$ cat config.mk
export PLATFORM = sky130hd
export DESIGN_NAME = uart_frame_packer
export DESIGN_NICKNAME = d
export VERILOG_FILES = /design/src/rtl/uart_frame_packer.sv
export SDC_FILE = /design/constraint.sdc
export NUM_CORES = 1
export LEC_CHECK = 0
export BUFFER_PORTS_ARGS = -buffer_cell sky130_fd_sc_hd__buf_2
export CORE_ASPECT_RATIO = 1.5
export CORE_MARGIN = 2
export CORE_UTILIZATION = 30
export CTS_CLUSTER_SIZE = 12
export DETAILED_ROUTE_END_ITERATION = 10
export HOLD_SLACK_MARGIN = 0.1
export PLACE_DENSITY_LB_ADDON = 0.1
export SLEW_MARGIN = 20
export SYNTH_ARGS = -nofsm -noshare
export SYNTH_HDL_FRONTEND = slang
export SYNTH_SLANG_ARGS = --single-unit
$ cat constraint.sdc
create_clock -name sys_clk -period 3.73 [get_ports sys_clk]
set_clock_uncertainty 0.15 [all_clocks]
set_input_delay 0.746 -clock sys_clk [delete_from_list [all_inputs] [get_ports sys_clk]]
set_output_delay 0.746 -clock sys_clk [all_outputs]
set_load 0.005 [all_outputs]
$ cat src/rtl/uart_frame_packer.sv
// uart_frame_packer: buffers 32-bit words in a FIFO and emits sync + LSB-first payload bytes to an 8N1 transmitter.
// Define UART_FRAME_PACKER_CHECKSUM_EN to append an 8-bit modulo-256 payload checksum byte.
module uart_frame_packer #(
  parameter int BYTE_W = 8,
  parameter int WORD_BYTES = 4,
  parameter int FIFO_DEPTH = 4,
  parameter logic [BYTE_W-1:0] SYNC_BYTE = 8'hA5
) (
  input  logic                           sys_clk,
  input  logic                           rst_n,
  input  logic                           enable,
  input  logic [WORD_BYTES*BYTE_W-1:0]   in_data,
  input  logic                           in_valid,
  output logic                           in_ready,
  output logic [BYTE_W-1:0]              tx_data,
  output logic                           tx_load,
  input  logic                           tx_load_ok,
  output logic [$clog2(FIFO_DEPTH):0]    fifo_count,
  output logic                           busy
);
  localparam int WW = WORD_BYTES * BYTE_W;
  localparam int AW = $clog2(FIFO_DEPTH);
  localparam int CW = AW + 1;
  localparam int IW = $clog2(WORD_BYTES + 2);
`ifdef UART_FRAME_PACKER_CHECKSUM_EN
  localparam int LAST = WORD_BYTES + 1;
`else
  localparam int LAST = WORD_BYTES;
`endif
  typedef enum logic [1:0] {IDLE, WAIT_OK, HOLD} state_t;
  state_t r_state, w_next;
  logic [WW-1:0] r_mem [FIFO_DEPTH];
  logic [AW-1:0] r_wr_ptr, r_rd_ptr;
  logic [CW-1:0] r_count;
  logic [WW-1:0] r_word;
  logic [IW-1:0] r_idx;
  logic [BYTE_W-1:0] r_tx_data;
  logic r_tx_load;
  logic w_push, w_pop, w_load, w_last;
  logic [BYTE_W-1:0] w_pay, w_byte;

  assign in_ready = r_count != CW'(FIFO_DEPTH);
  assign w_push = in_valid && in_ready;
  assign w_pop = r_state == IDLE && enable && r_count != '0;
  assign w_load = r_state == WAIT_OK && enable && tx_load_ok;
  assign w_last = r_idx == IW'(LAST);
  // idx 0 is the sync byte, so payload byte n sits at idx n+1
  assign w_pay = BYTE_W'(r_word >> (BYTE_W * (int'(r_idx) - 1)));
  assign tx_data = r_tx_data;
  assign tx_load = r_tx_load;
  assign fifo_count = r_count;
  assign busy = r_state != IDLE;

`ifdef UART_FRAME_PACKER_CHECKSUM_EN
  logic [BYTE_W-1:0] r_sum;
  always_ff @(posedge sys_clk or negedge rst_n)
    if (!rst_n) r_sum <= '0;
    else if (r_state == IDLE) r_sum <= '0;
    else if (w_load && r_idx != '0 && !w_last) r_sum <= r_sum + w_pay;
  assign w_byte = r_idx == '0 ? SYNC_BYTE : w_last ? r_sum : w_pay;
`else
  assign w_byte = r_idx == '0 ? SYNC_BYTE : w_pay;
`endif

  always_ff @(posedge sys_clk or negedge rst_n)
    if (!rst_n) begin
      r_wr_ptr <= '0;
      r_rd_ptr <= '0;
      r_count <= '0;
    end else begin
      if (w_push) r_wr_ptr <= r_wr_ptr + 1'b1;
      if (w_pop) r_rd_ptr <= r_rd_ptr + 1'b1;
      r_count <= r_count + CW'(w_push) - CW'(w_pop);
    end

  always_ff @(posedge sys_clk)
    if (w_push) r_mem[r_wr_ptr] <= in_data;

  always_ff @(posedge sys_clk or negedge rst_n)
    if (!rst_n) begin
      r_state <= IDLE;
      r_word <= '0;
      r_idx <= '0;
      r_tx_data <= '0;
      r_tx_load <= 1'b0;
    end else begin
      r_state <= w_next;
      r_tx_load <= w_load;
      if (w_pop) begin
        r_word <= r_mem[r_rd_ptr];
        r_idx <= '0;
      end
      if (w_load) r_tx_data <= w_byte;
      if (r_state == HOLD && !w_last) r_idx <= r_idx + 1'b1;
    end

  always_comb begin
    w_next = r_state;
    case (r_state)
      IDLE:    w_next = w_pop ? WAIT_OK : IDLE;
      WAIT_OK: w_next = w_load ? HOLD : WAIT_OK;
      HOLD:    w_next = w_last ? IDLE : WAIT_OK;
      default: w_next = IDLE;
    endcase
  end
endmodule

==> report_table.html, run 1 <==
<table>
<tr><th>Metric</th><th>Value</th></tr>
<tr><th colspan="2">Power</th></tr>
<tr><td>P_sw</td><td>2.027 mW</td></tr>
<tr><td>LEAKAGE</td><td>3.062 nW</td></tr>
<tr><td>Clock power frac</td><td>0.259</td></tr>
<tr><td>Final Total Pwr</td><td>6.890 mW</td></tr>
<tr><td>VDD IR-drop max</td><td>0.0003729 V</td></tr>
<tr><td>Power density over the cells</td><td>814.5 nW/µm²</td></tr>
<tr><td>Share of power burned in registers</td><td>0.442</td></tr>
<tr><td>Internal power summed over all cells</td><td>4.862 mW</td></tr>
<tr><td>Switching Fraction</td><td>0.2943</td></tr>
<tr><td>Comb pwr share</td><td>0.299</td></tr>
<tr><th colspan="2">Drt</th></tr>
<tr><td>Total length of routed wires</td><td>14880 µm</td></tr>
<tr><td>Vias per cell</td><td>4.560</td></tr>
<tr><td>Number of antenna-violating nets in the routed design</td><td>0</td></tr>
<tr><td>Detailed-route DRC error count</td><td>0</td></tr>
<tr><td>Routed wire length per instance</td><td>19.56 µm</td></tr>
<tr><td>Detailed Routing Iterations Pass 1</td><td>4</td></tr>
<tr><td>Vias</td><td>3470</td></tr>
<tr><td>Number of DRC violations after detailed-routing iteration 0</td><td>188</td></tr>
<tr><th colspan="2">Worst setup path</th></tr>
<tr><td>Worst Setup Start Kind</td><td>flop</td></tr>
<tr><td>Element type at the critical path end</td><td>flop</td></tr>
<tr><td>Largest delay contributor family on the critical path</td><td>flip-flops</td></tr>
<tr><td>Combined buffer and inverter count along the critical path</td><td>1</td></tr>
<tr><td>Count of cells along the worst register-to-register path</td><td>5</td></tr>
<tr><td>Timing endpoint of the critical path</td><td>tx_data[7]$_DFFE_PN0P_</td></tr>
<tr><td>Cell with the biggest individual delay on the critical path</td><td>sky130_fd_sc_hd__dfrtp_1</td></tr>
<tr><td>Beginning of the critical path</td><td>r_idx[0]$_DFFE_PN0P_</td></tr>
<tr><td>Critical path class</td><td>reg -&gt; reg</td></tr>
<tr><td>Critical path cell sequence</td><td>inv_1, ha_1, mux2_2, a22oi_1, a211oi_1</td></tr>
<tr><td>FF-to-FF setup slack</td><td>0.88 ns</td></tr>
<tr><td>Critical path data arrival time</td><td>2.99 ns</td></tr>
<tr><td>Number of cells on the critical path</td><td>5</td></tr>
<tr><td>Required time reported for the critical path endpoint</td><td>3.87 ns</td></tr>
<tr><td>CP peak stage delay</td><td>0.80 ns</td></tr>
<tr><td>Worst R2R Start</td><td>r_idx[0]$_DFFE_PN0P_</td></tr>
<tr><td>CP Max Fanout</td><td>23</td></tr>
<tr><td>Endpoint of the most critical register-to-register path</td><td>tx_data[7]$_DFFE_PN0P_</td></tr>
<tr><th colspan="2">Logic synthesis</th></tr>
<tr><td>Prevailing post-synth register cell</td><td>sky130_fd_sc_hd__edfxtp_1</td></tr>
<tr><td>Netlist area before placement</td><td>7269 µm²</td></tr>
<tr><td>Count of yosys warnings during synthesis</td><td>0</td></tr>
<tr><td>Syn avg cell area</td><td>19.65 µm²</td></tr>
<tr><td>Total nets after synthesis</td><td>417</td></tr>
<tr><td>Async set-reset flop share out of synthesis</td><td>0.2928</td></tr>
<tr><td>Number of flops mapped to enable cells by yosys</td><td>128</td></tr>
<tr><td>Post-synthesis sequential element count</td><td>181</td></tr>
<tr><td>Sequential area share after synthesis</td><td>0.7112</td></tr>
<tr><td>Post-synth cell types</td><td>43</td></tr>
<tr><td>Number of standard cells after synthesis</td><td>370</td></tr>
<tr><th colspan="2">Layout</th></tr>
<tr><td>Fraction of layout cells with a size suffix above 1</td><td>0.3778</td></tr>
<tr><td>Final-layout fill cell count</td><td>2239</td></tr>
<tr><td>Net count, final</td><td>476</td></tr>
<tr><td>Synthesis-to-finish area growth</td><td>16.35%</td></tr>
<tr><td>Post-route insts no fill</td><td>761</td></tr>
<tr><td>Commonest non-fill, non-tap cell in the layout</td><td>sky130_fd_sc_hd__edfxtp_1</td></tr>
<tr><td>N_diodes</td><td>0</td></tr>
<tr><td>Commonest cells after routing, fill and taps aside</td><td>sky130_fd_sc_hd__edfxtp_1, sky130_fd_sc_hd__dfrtp_1, sky130_fd_sc_hd__buf_2</td></tr>
<tr><th colspan="2">Min path</th></tr>
<tr><td>Hold Path Class</td><td>in -&gt; async</td></tr>
<tr><th colspan="2">STA</th></tr>
<tr><td>Final count of pins violating max slew</td><td>0</td></tr>
<tr><td>Final Setup Violations</td><td>0</td></tr>
<tr><td>Period utilization</td><td>0.7634</td></tr>
<tr><td>Fmax</td><td>351.2 MHz</td></tr>
<tr><td>RSZ-0062 raised after global routing</td><td>no</td></tr>
<tr><td>Total negative setup slack</td><td>0 ns</td></tr>
<tr><td>Tmin final</td><td>2.847 ns</td></tr>
<tr><td>Headroom to the max-slew limit</td><td>0.5219</td></tr>
<tr><td>Actual transition at the worst max-transition pin</td><td>0.7171 ns</td></tr>
<tr><td>Worst Setup Slack, final</td><td>0.8826 ns</td></tr>
<tr><td>Count of endpoints failing hold in the final timing report</td><td>0</td></tr>
<tr><th colspan="2">Global route</th></tr>
<tr><td>Grt total ovfl</td><td>0</td></tr>
<tr><td>Global Route Usage Sum</td><td>0.1240</td></tr>
<tr><td>Number of global-route vias before repair</td><td>3828</td></tr>
<tr><td>Initial antenna violation count</td><td>0</td></tr>
<tr><td>First-pass GRT wire length</td><td>23030 µm</td></tr>
<tr><td>Pin count of the biggest net entering global routing</td><td>48</td></tr>
<tr><th colspan="2">Clocking</th></tr>
<tr><td>Clock sink total</td><td>181</td></tr>
<tr><td>Clock tree from TritonCTS</td><td>yes</td></tr>
<tr><td>Number of gates resized after cts</td><td>0</td></tr>
<tr><td>Inserted Clock Buffers</td><td>17</td></tr>
<tr><td>Maximum root-to-sink buffer count</td><td>2</td></tr>
<tr><td>Cts-stage hold buffer count</td><td>0</td></tr>
<tr><td>Clock latency at the later pin of the worst-skew pair</td><td>0.43 ns</td></tr>
<tr><td>Setup fix buffers added after clock tree synthesis</td><td>0</td></tr>
<tr><td>Clock edge transition at the registers on the reported setup and hold paths</td><td>0.06 ns</td></tr>
<tr><td>Cell at the root of the clock tree</td><td>sky130_fd_sc_hd__clkbuf_16</td></tr>
<tr><td>Maximum level of the CTS H-tree</td><td>4</td></tr>
<tr><th colspan="2">Floorplanning</th></tr>
<tr><td>Die boundary height</td><td>194.7 µm</td></tr>
<tr><td>I/O Pins</td><td>51</td></tr>
<tr><td>Die Span X</td><td>131.1 µm</td></tr>
<tr><td>Core region area</td><td>23740 µm²</td></tr>
<tr><td>Die outline area</td><td>25520 µm²</td></tr>
<tr><td>Row cnt</td><td>69</td></tr>
<tr><td>Initial Util</td><td>0.3062</td></tr>
<tr><th colspan="2">Placement</th></tr>
<tr><td>Detailed placer's ending HPWL</td><td>9048 µm</td></tr>
<tr><td>Post-Place Setup Slack</td><td>0.8413 ns</td></tr>
<tr><td>Buffers on Ports</td><td>50</td></tr>
<tr><td>Placed cell count</td><td>729</td></tr>
<tr><td>Final Wtd Congestion</td><td>0.7369</td></tr>
<tr><th colspan="2">Outcome</th></tr>
<tr><td>Result of the run</td><td>complete, no violations</td></tr>
<tr><th colspan="2">Job</th></tr>
<tr><td>Max-cap viol count</td><td>0</td></tr>
</table>
==> metrics by stage <==
| stage | hold slack, ns | instance area, µm² | util |
|---|---|---|---|
| 6_report | 0.1765 | 8458 | 0.3563 |
| 5_1_grt | 0.2222 | 8458 | 0.3563 |
| 4_1_cts | 0.1954 | 8458 | 0.3563 |
| 3_5_place_dp | 0.3454 | 7866 | 0.3313 |
| 3_3_place_gp | 0.3433 | 7864 | 0.3312 |
| 2_1_floorplan | 0.3004 | 7269 | - |
==> cells in the mapped netlist, types with 2 or more instances <==
cell | n | area, µm²
sky130_fd_sc_hd__edfxtp_1 | 128 | 3844
sky130_fd_sc_hd__dfrtp_1 | 53 | 1326
sky130_fd_sc_hd__mux4_2 | 32 | 720.7
sky130_fd_sc_hd__mux2_4 | 26 | 390.4
sky130_fd_sc_hd__mux2_2 | 15 | 168.9
sky130_fd_sc_hd__o21ai_0 | 13 | 65.06
sky130_fd_sc_hd__inv_1 | 11 | 41.29
sky130_fd_sc_hd__ha_1 | 9 | 112.6
sky130_fd_sc_hd__clkbuf_1 | 8 | 30.03
sky130_fd_sc_hd__nor2_1 | 7 | 26.28
sky130_fd_sc_hd__a21oi_1 | 6 | 30.03
sky130_fd_sc_hd__buf_2 | 5 | 25.02
sky130_fd_sc_hd__nand2_1 | 5 | 18.77
sky130_fd_sc_hd__a211oi_1 | 4 | 30.03
sky130_fd_sc_hd__a22oi_1 | 4 | 30.03
sky130_fd_sc_hd__a32o_1 | 4 | 40.04
sky130_fd_sc_hd__and3_1 | 4 | 25.02
sky130_fd_sc_hd__o211ai_1 | 4 | 30.03
sky130_fd_sc_hd__xnor2_1 | 3 | 26.28
sky130_fd_sc_hd__xor2_1 | 3 | 26.28
sky130_fd_sc_hd__buf_12 | 2 | 40.04
sky130_fd_sc_hd__nand3_1 | 2 | 10.01
sky130_fd_sc_hd__nor2b_1 | 2 | 12.51
==> power groups by stage <==
stage	logic (mW)	clock network, mW	registers [mW]
6_report	2.06	1.79	3.04
5_1_grt	2.26	1.93	3.11
4_1_cts	2.14	1.86	3.06
3_5_place_dp	2.13	0	3.10
3_3_place_gp	2.13	0	3.08
2_1_floorplan	1.62	0	2.94
==> final cells by class <==
type                            count  area, µm²  area share
Inverter                           11      41.29    0.004882
Sequential cell                   181       5171      0.6114
Clock inverter                     13      158.9     0.01879
Tap cell                          319      399.1     0.04719
Timing Repair Buffer               58      325.3     0.03846
Clock buffer                       19      432.9     0.05118
Multi-Input combinational cell    160       1929      0.2281
==> cell families after synthesis <==
kind of cell,share of synthesized area
mux,0.1775
flops,0.7112
buf+inv,0.02341
compound gates,0.03856
fa+ha+maj,0.01824
xor+xnor,0.007230
simple gates,0.02392
==> per-layer routing <==
| metal | GRT usage | up-vias | wire length (µm) |
|---|---|---|---|
| met3 | 0.03339 | 23 | 475 |
| li1 | - | 1582 | - |
| met4 | 0.05998 | 0 | 403 |
| met5 | 0 | - | 0 |
| met1 | 0.1428 | 1795 | 6161 |
| met2 | 0.2140 | 70 | 7843 |
==> flip-flops by register name (all words and copies together) (netlist names) <==
register and count:
r_mem 128, r_word 32, tx_data 8, fifo_count 3
r_idx 3, r_rd_ptr 2, r_state 2, r_wr_ptr 2
tx_load 1
==> worst min-delay path by stage <==
stage	from	endpoint	slack, ns	cells after the start
floorplan	rst_n	fifo_count[0]$_DFF_PN0_	0.30	0
global placement	r_word[17]$_DFFE_PN0P_	r_word[17]$_DFFE_PN0P_	0.34	1
detailed placement	r_word[0]$_DFFE_PN0P_	r_word[0]$_DFFE_PN0P_	0.35	1
CTS	rst_n	r_wr_ptr[1]$_DFFE_PN0N_	0.20	1
global route	rst_n	r_wr_ptr[1]$_DFFE_PN0N_	0.22	1
finish	rst_n	r_wr_ptr[1]$_DFFE_PN0N_	0.18	1
==> worst register-to-register path, stage by stage, from the launching register on <==
cell,delay (ns)
sky130_fd_sc_hd__dfrtp_1,0.80
sky130_fd_sc_hd__inv_1,0.21
sky130_fd_sc_hd__ha_1,0.80
sky130_fd_sc_hd__mux2_2,0.42
sky130_fd_sc_hd__a22oi_1,0.23
sky130_fd_sc_hd__a211oi_1,0.11
Power figures use the tool's default switching activity.
==> run 2: changes to the inputs <==
==> constraint.sdc (replaced) <==
create_clock -name sys_clk -period 2.81 [get_ports sys_clk]
set_clock_uncertainty 0.15 [all_clocks]
set_input_delay 0.562 -clock sys_clk [delete_from_list [all_inputs] [get_ports sys_clk]]
set_output_delay 0.562 -clock sys_clk [all_outputs]
set_load 0.005 [all_outputs]
==> run 2 against run 1 <==
Effect of this change:
- routed wire length is 3.7% lower
- cell area is 0.86% higher
- sequential cell count stayed put
- die area stayed put
- largest power group unchanged
- register-to-register slack worse by 0.36 ns
==> report_table.html, run 2 (synthesized netlist as in run 1, its figures left out) <==
<table>
<tr><th>Metric</th><th>Value</th></tr>
<tr><th colspan="2">Power</th></tr>
<tr><td>Power density over the cells</td><td>1087 nW/µm² (was 814.5 nW/µm²)</td></tr>
<tr><td>VDD IR-drop max</td><td>0.0004643 V (was 0.0003729 V)</td></tr>
<tr><td>LEAKAGE</td><td>3.124 nW (was 3.062 nW)</td></tr>
<tr><td>Internal power summed over all cells</td><td>6.632 mW (was 4.862 mW)</td></tr>
<tr><td>Share of power burned in registers</td><td>0.437 (was 0.442)</td></tr>
<tr><td>Final Total Pwr</td><td>9.269 mW (was 6.890 mW)</td></tr>
<tr><td>Clock power frac</td><td>0.267 (was 0.259)</td></tr>
<tr><td>Comb pwr share</td><td>0.297 (was 0.299)</td></tr>
<tr><td>Switching Fraction</td><td>0.2845 (was 0.2943)</td></tr>
<tr><td>P_sw</td><td>2.637 mW (was 2.027 mW)</td></tr>
<tr><th colspan="2">Placement</th></tr>
<tr><td>Buffers on Ports</td><td>50 (unchanged)</td></tr>
<tr><td>Final Wtd Congestion</td><td>0.7592 (was 0.7369)</td></tr>
<tr><td>Detailed placer's ending HPWL</td><td>9112 µm (was 9048 µm)</td></tr>
<tr><th colspan="2">Drt</th></tr>
<tr><td>Number of DRC violations after detailed-routing iteration 0</td><td>152 (was 188)</td></tr>
<tr><td>Detailed-route DRC error count</td><td>0 (unchanged)</td></tr>
<tr><td>Routed wire length per instance</td><td>18.72 µm (was 19.56 µm)</td></tr>
<tr><td>Vias</td><td>3448 (was 3470)</td></tr>
<tr><td>Detailed Routing Iterations Pass 1</td><td>4 (unchanged)</td></tr>
<tr><td>Total length of routed wires</td><td>14340 µm (was 14880 µm)</td></tr>
<tr><td>Number of antenna-violating nets in the routed design</td><td>0 (unchanged)</td></tr>
<tr><td>Vias per cell</td><td>4.501 (was 4.560)</td></tr>
<tr><th colspan="2">STA</th></tr>
<tr><td>Actual transition at the worst max-transition pin</td><td>0.8323 ns (was 0.7171 ns)</td></tr>
<tr><td>Worst slack on hold paths</td><td>0.07559 ns (was 0.1765 ns)</td></tr>
<tr><td>Final Setup Violations</td><td>0 (unchanged)</td></tr>
<tr><td>RSZ-0062 raised after global routing</td><td>no (unchanged)</td></tr>
<tr><td>Headroom to the max-slew limit</td><td>0.4451 (was 0.5219)</td></tr>
<tr><td>Tmin final</td><td>2.288 ns (was 2.847 ns)</td></tr>
<tr><td>Period utilization</td><td>0.8142 (was 0.7634)</td></tr>
<tr><td>Fmax</td><td>437.1 MHz (was 351.2 MHz)</td></tr>
<tr><td>Final count of pins violating max slew</td><td>0 (unchanged)</td></tr>
<tr><td>Count of endpoints failing hold in the final timing report</td><td>0 (unchanged)</td></tr>
<tr><td>Total negative setup slack</td><td>0 ns (unchanged)</td></tr>
<tr><th colspan="2">Worst setup path</th></tr>
<tr><td>CP Max Fanout</td><td>6 (was 23)</td></tr>
<tr><td>Count of cells along the worst register-to-register path</td><td>8 (was 5)</td></tr>
<tr><td>Critical path data arrival time</td><td>2.46 ns (was 2.99 ns)</td></tr>
<tr><td>Element type at the critical path end</td><td>flop (unchanged)</td></tr>
<tr><td>Worst Setup Start Kind</td><td>flop (unchanged)</td></tr>
<tr><td>Endpoint of the most critical register-to-register path</td><td>fifo_count[2]$_DFF_PN0_ (was tx_data[7]$_DFFE_PN0P_)</td></tr>
<tr><td>Required time reported for the critical path endpoint</td><td>2.98 ns (was 3.87 ns)</td></tr>
<tr><td>Critical path class</td><td>reg -&gt; reg (unchanged)</td></tr>
<tr><td>Beginning of the critical path</td><td>fifo_count[1]$_DFF_PN0_ (was r_idx[0]$_DFFE_PN0P_)</td></tr>
<tr><td>Worst R2R Start</td><td>fifo_count[1]$_DFF_PN0_ (was r_idx[0]$_DFFE_PN0P_)</td></tr>
<tr><td>Timing endpoint of the critical path</td><td>fifo_count[2]$_DFF_PN0_ (was tx_data[7]$_DFFE_PN0P_)</td></tr>
<tr><td>FF-to-FF setup slack</td><td>0.52 ns (was 0.88 ns)</td></tr>
<tr><th colspan="2">Floorplanning</th></tr>
<tr><td>Die boundary height</td><td>194.7 µm (unchanged)</td></tr>
<tr><td>Die Span X</td><td>131.1 µm (unchanged)</td></tr>
<tr><td>Row cnt</td><td>69 (unchanged)</td></tr>
<tr><td>Die outline area</td><td>25520 µm² (unchanged)</td></tr>
<tr><td>Core region area</td><td>23740 µm² (unchanged)</td></tr>
<tr><td>Initial Util</td><td>0.3062 (unchanged)</td></tr>
<tr><td>I/O Pins</td><td>51 (unchanged)</td></tr>
<tr><th colspan="2">Layout</th></tr>
<tr><td>Register ranked first by flip-flop count</td><td>r_mem (unchanged)</td></tr>
<tr><td>Max FFs per register</td><td>128 (unchanged)</td></tr>
<tr><td>Commonest cells after routing, fill and taps aside</td><td>sky130_fd_sc_hd__edfxtp_1, sky130_fd_sc_hd__dfrtp_1, sky130_fd_sc_hd__buf_2 (unchanged)</td></tr>
<tr><td>Synthesis-to-finish area growth</td><td>17.35% (was 16.35%)</td></tr>
<tr><td>Core Util, Final</td><td>0.3593 (was 0.3563)</td></tr>
<tr><td>Net count, final</td><td>481 (was 476)</td></tr>
<tr><td>Commonest non-fill, non-tap cell in the layout</td><td>sky130_fd_sc_hd__edfxtp_1 (unchanged)</td></tr>
<tr><td>N_diodes</td><td>0 (unchanged)</td></tr>
<tr><td>Fraction of layout cells with a size suffix above 1</td><td>0.3826 (was 0.3778)</td></tr>
<tr><th colspan="2">Clocking</th></tr>
<tr><td>Setup fix buffers added after clock tree synthesis</td><td>0 (unchanged)</td></tr>
<tr><td>Clock edge transition at the registers on the reported setup and hold paths</td><td>0.06 ns (about the same)</td></tr>
<tr><td>Number of gates resized after cts</td><td>0 (unchanged)</td></tr>
<tr><td>Inserted Clock Buffers</td><td>17 (unchanged)</td></tr>
<tr><td>Cts-stage hold buffer count</td><td>0 (unchanged)</td></tr>
<tr><td>Maximum level of the CTS H-tree</td><td>4 (unchanged)</td></tr>
<tr><td>Clock sink total</td><td>181 (unchanged)</td></tr>
<tr><td>Maximum root-to-sink buffer count</td><td>2 (unchanged)</td></tr>
<tr><td>Cell at the root of the clock tree</td><td>sky130_fd_sc_hd__clkbuf_16 (unchanged)</td></tr>
<tr><td>Clock tree from TritonCTS</td><td>yes (unchanged)</td></tr>
<tr><td>Clock latency at the later pin of the worst-skew pair</td><td>0.43 ns (about the same)</td></tr>
<tr><th colspan="2">Global route</th></tr>
<tr><td>Pin count of the biggest net entering global routing</td><td>37 (was 48)</td></tr>
<tr><td>Number of global-route vias before repair</td><td>3804 (was 3828)</td></tr>
<tr><td>First-pass GRT wire length</td><td>22680 µm (was 23030 µm)</td></tr>
<tr><td>Global Route Usage Sum</td><td>0.1210 (was 0.1240)</td></tr>
<tr><td>Initial antenna violation count</td><td>0 (unchanged)</td></tr>
<tr><td>Grt total ovfl</td><td>0 (unchanged)</td></tr>
<tr><th colspan="2">Outcome</th></tr>
<tr><td>Result of the run</td><td>complete, no violations (unchanged)</td></tr>
<tr><th colspan="2">Job</th></tr>
<tr><td>Max-cap viol count</td><td>0 (unchanged)</td></tr>
<tr><th colspan="2">Min path</th></tr>
<tr><td>Hold Path Class</td><td>in -&gt; async (unchanged)</td></tr>
</table>
[run 2: metal layers]
layer  global-route usage  wire, µm  share of wire  up-vias
met4              0.04710       227          0.016        0
met5                    0         0              0        -
met3              0.03417       420          0.029       14
li1                     -         -              -     1588
met2               0.2121      7708           0.54       55
met1               0.1403      5980           0.42     1791
[run 2: worst min-delay path by stage]
stage,from,to,slack (ns),cells after the start
2_1_floorplan,rst_n,fifo_count[0]$_DFF_PN0_,0.12,0
3_3_place_gp,tx_data[1]$_DFFE_PN0P_,tx_data[1]$_DFFE_PN0P_,0.35,1
6_report,rst_n,fifo_count[1]$_DFF_PN0_,0.08,1
3_5_place_dp,tx_data[3]$_DFFE_PN0P_,tx_data[3]$_DFFE_PN0P_,0.34,1
5_1_grt,rst_n,fifo_count[1]$_DFF_PN0_,0.14,1
4_1_cts,rst_n,fifo_count[1]$_DFF_PN0_,0.10,1
[run 2: layout make-up]
cell class	instances	area, µm²
Clock buffer	21	460.4
Clock inverter	11	156.4
Fill cell	2252	15210
Inverter	11	41.29
Multi-Input combinational cell	160	1929
Sequential cell	181	5171
Tap cell	319	399.1
Timing Repair Buffer	63	372.9
[run 2: per-stage QoR]
stage	cells	setup slack [ns]	cell area, µm²
after global routing	766	0.3843	8531
final	766	0.5220	8531
after floorplan	370	0.3355	7269
after detailed placement	734	0.4602	7914
after global placement	734	0.4683	7914
after CTS	766	0.4846	8531
[run 2: power groups by stage]
| stage | logic, mW | registers, mW | clock network (mW) |
|---|---|---|---|
| 6_report | 2.75 | 4.05 | 2.47 |
| 5_1_grt | 3.03 | 4.14 | 2.66 |
| 4_1_cts | 2.85 | 4.07 | 2.55 |
| 3_5_place_dp | 2.84 | 4.12 | 0 |
| 3_3_place_gp | 2.82 | 4.11 | 0 |
| 2_1_floorplan | 2.15 | 3.90 | 0 |
[run 2: worst max-delay path, stage by stage, from the launching register on]
cell and delay [ns]:
sky130_fd_sc_hd__dfrtp_1 0.42, sky130_fd_sc_hd__or3b_1 0.47, sky130_fd_sc_hd__and2_1 0.23, sky130_fd_sc_hd__inv_1 0.07, sky130_fd_sc_hd__ha_1 0.11, sky130_fd_sc_hd__inv_1 0.04, sky130_fd_sc_hd__ha_1 0.18, sky130_fd_sc_hd__fa_1 0.38
sky130_fd_sc_hd__xnor2_1 0.13
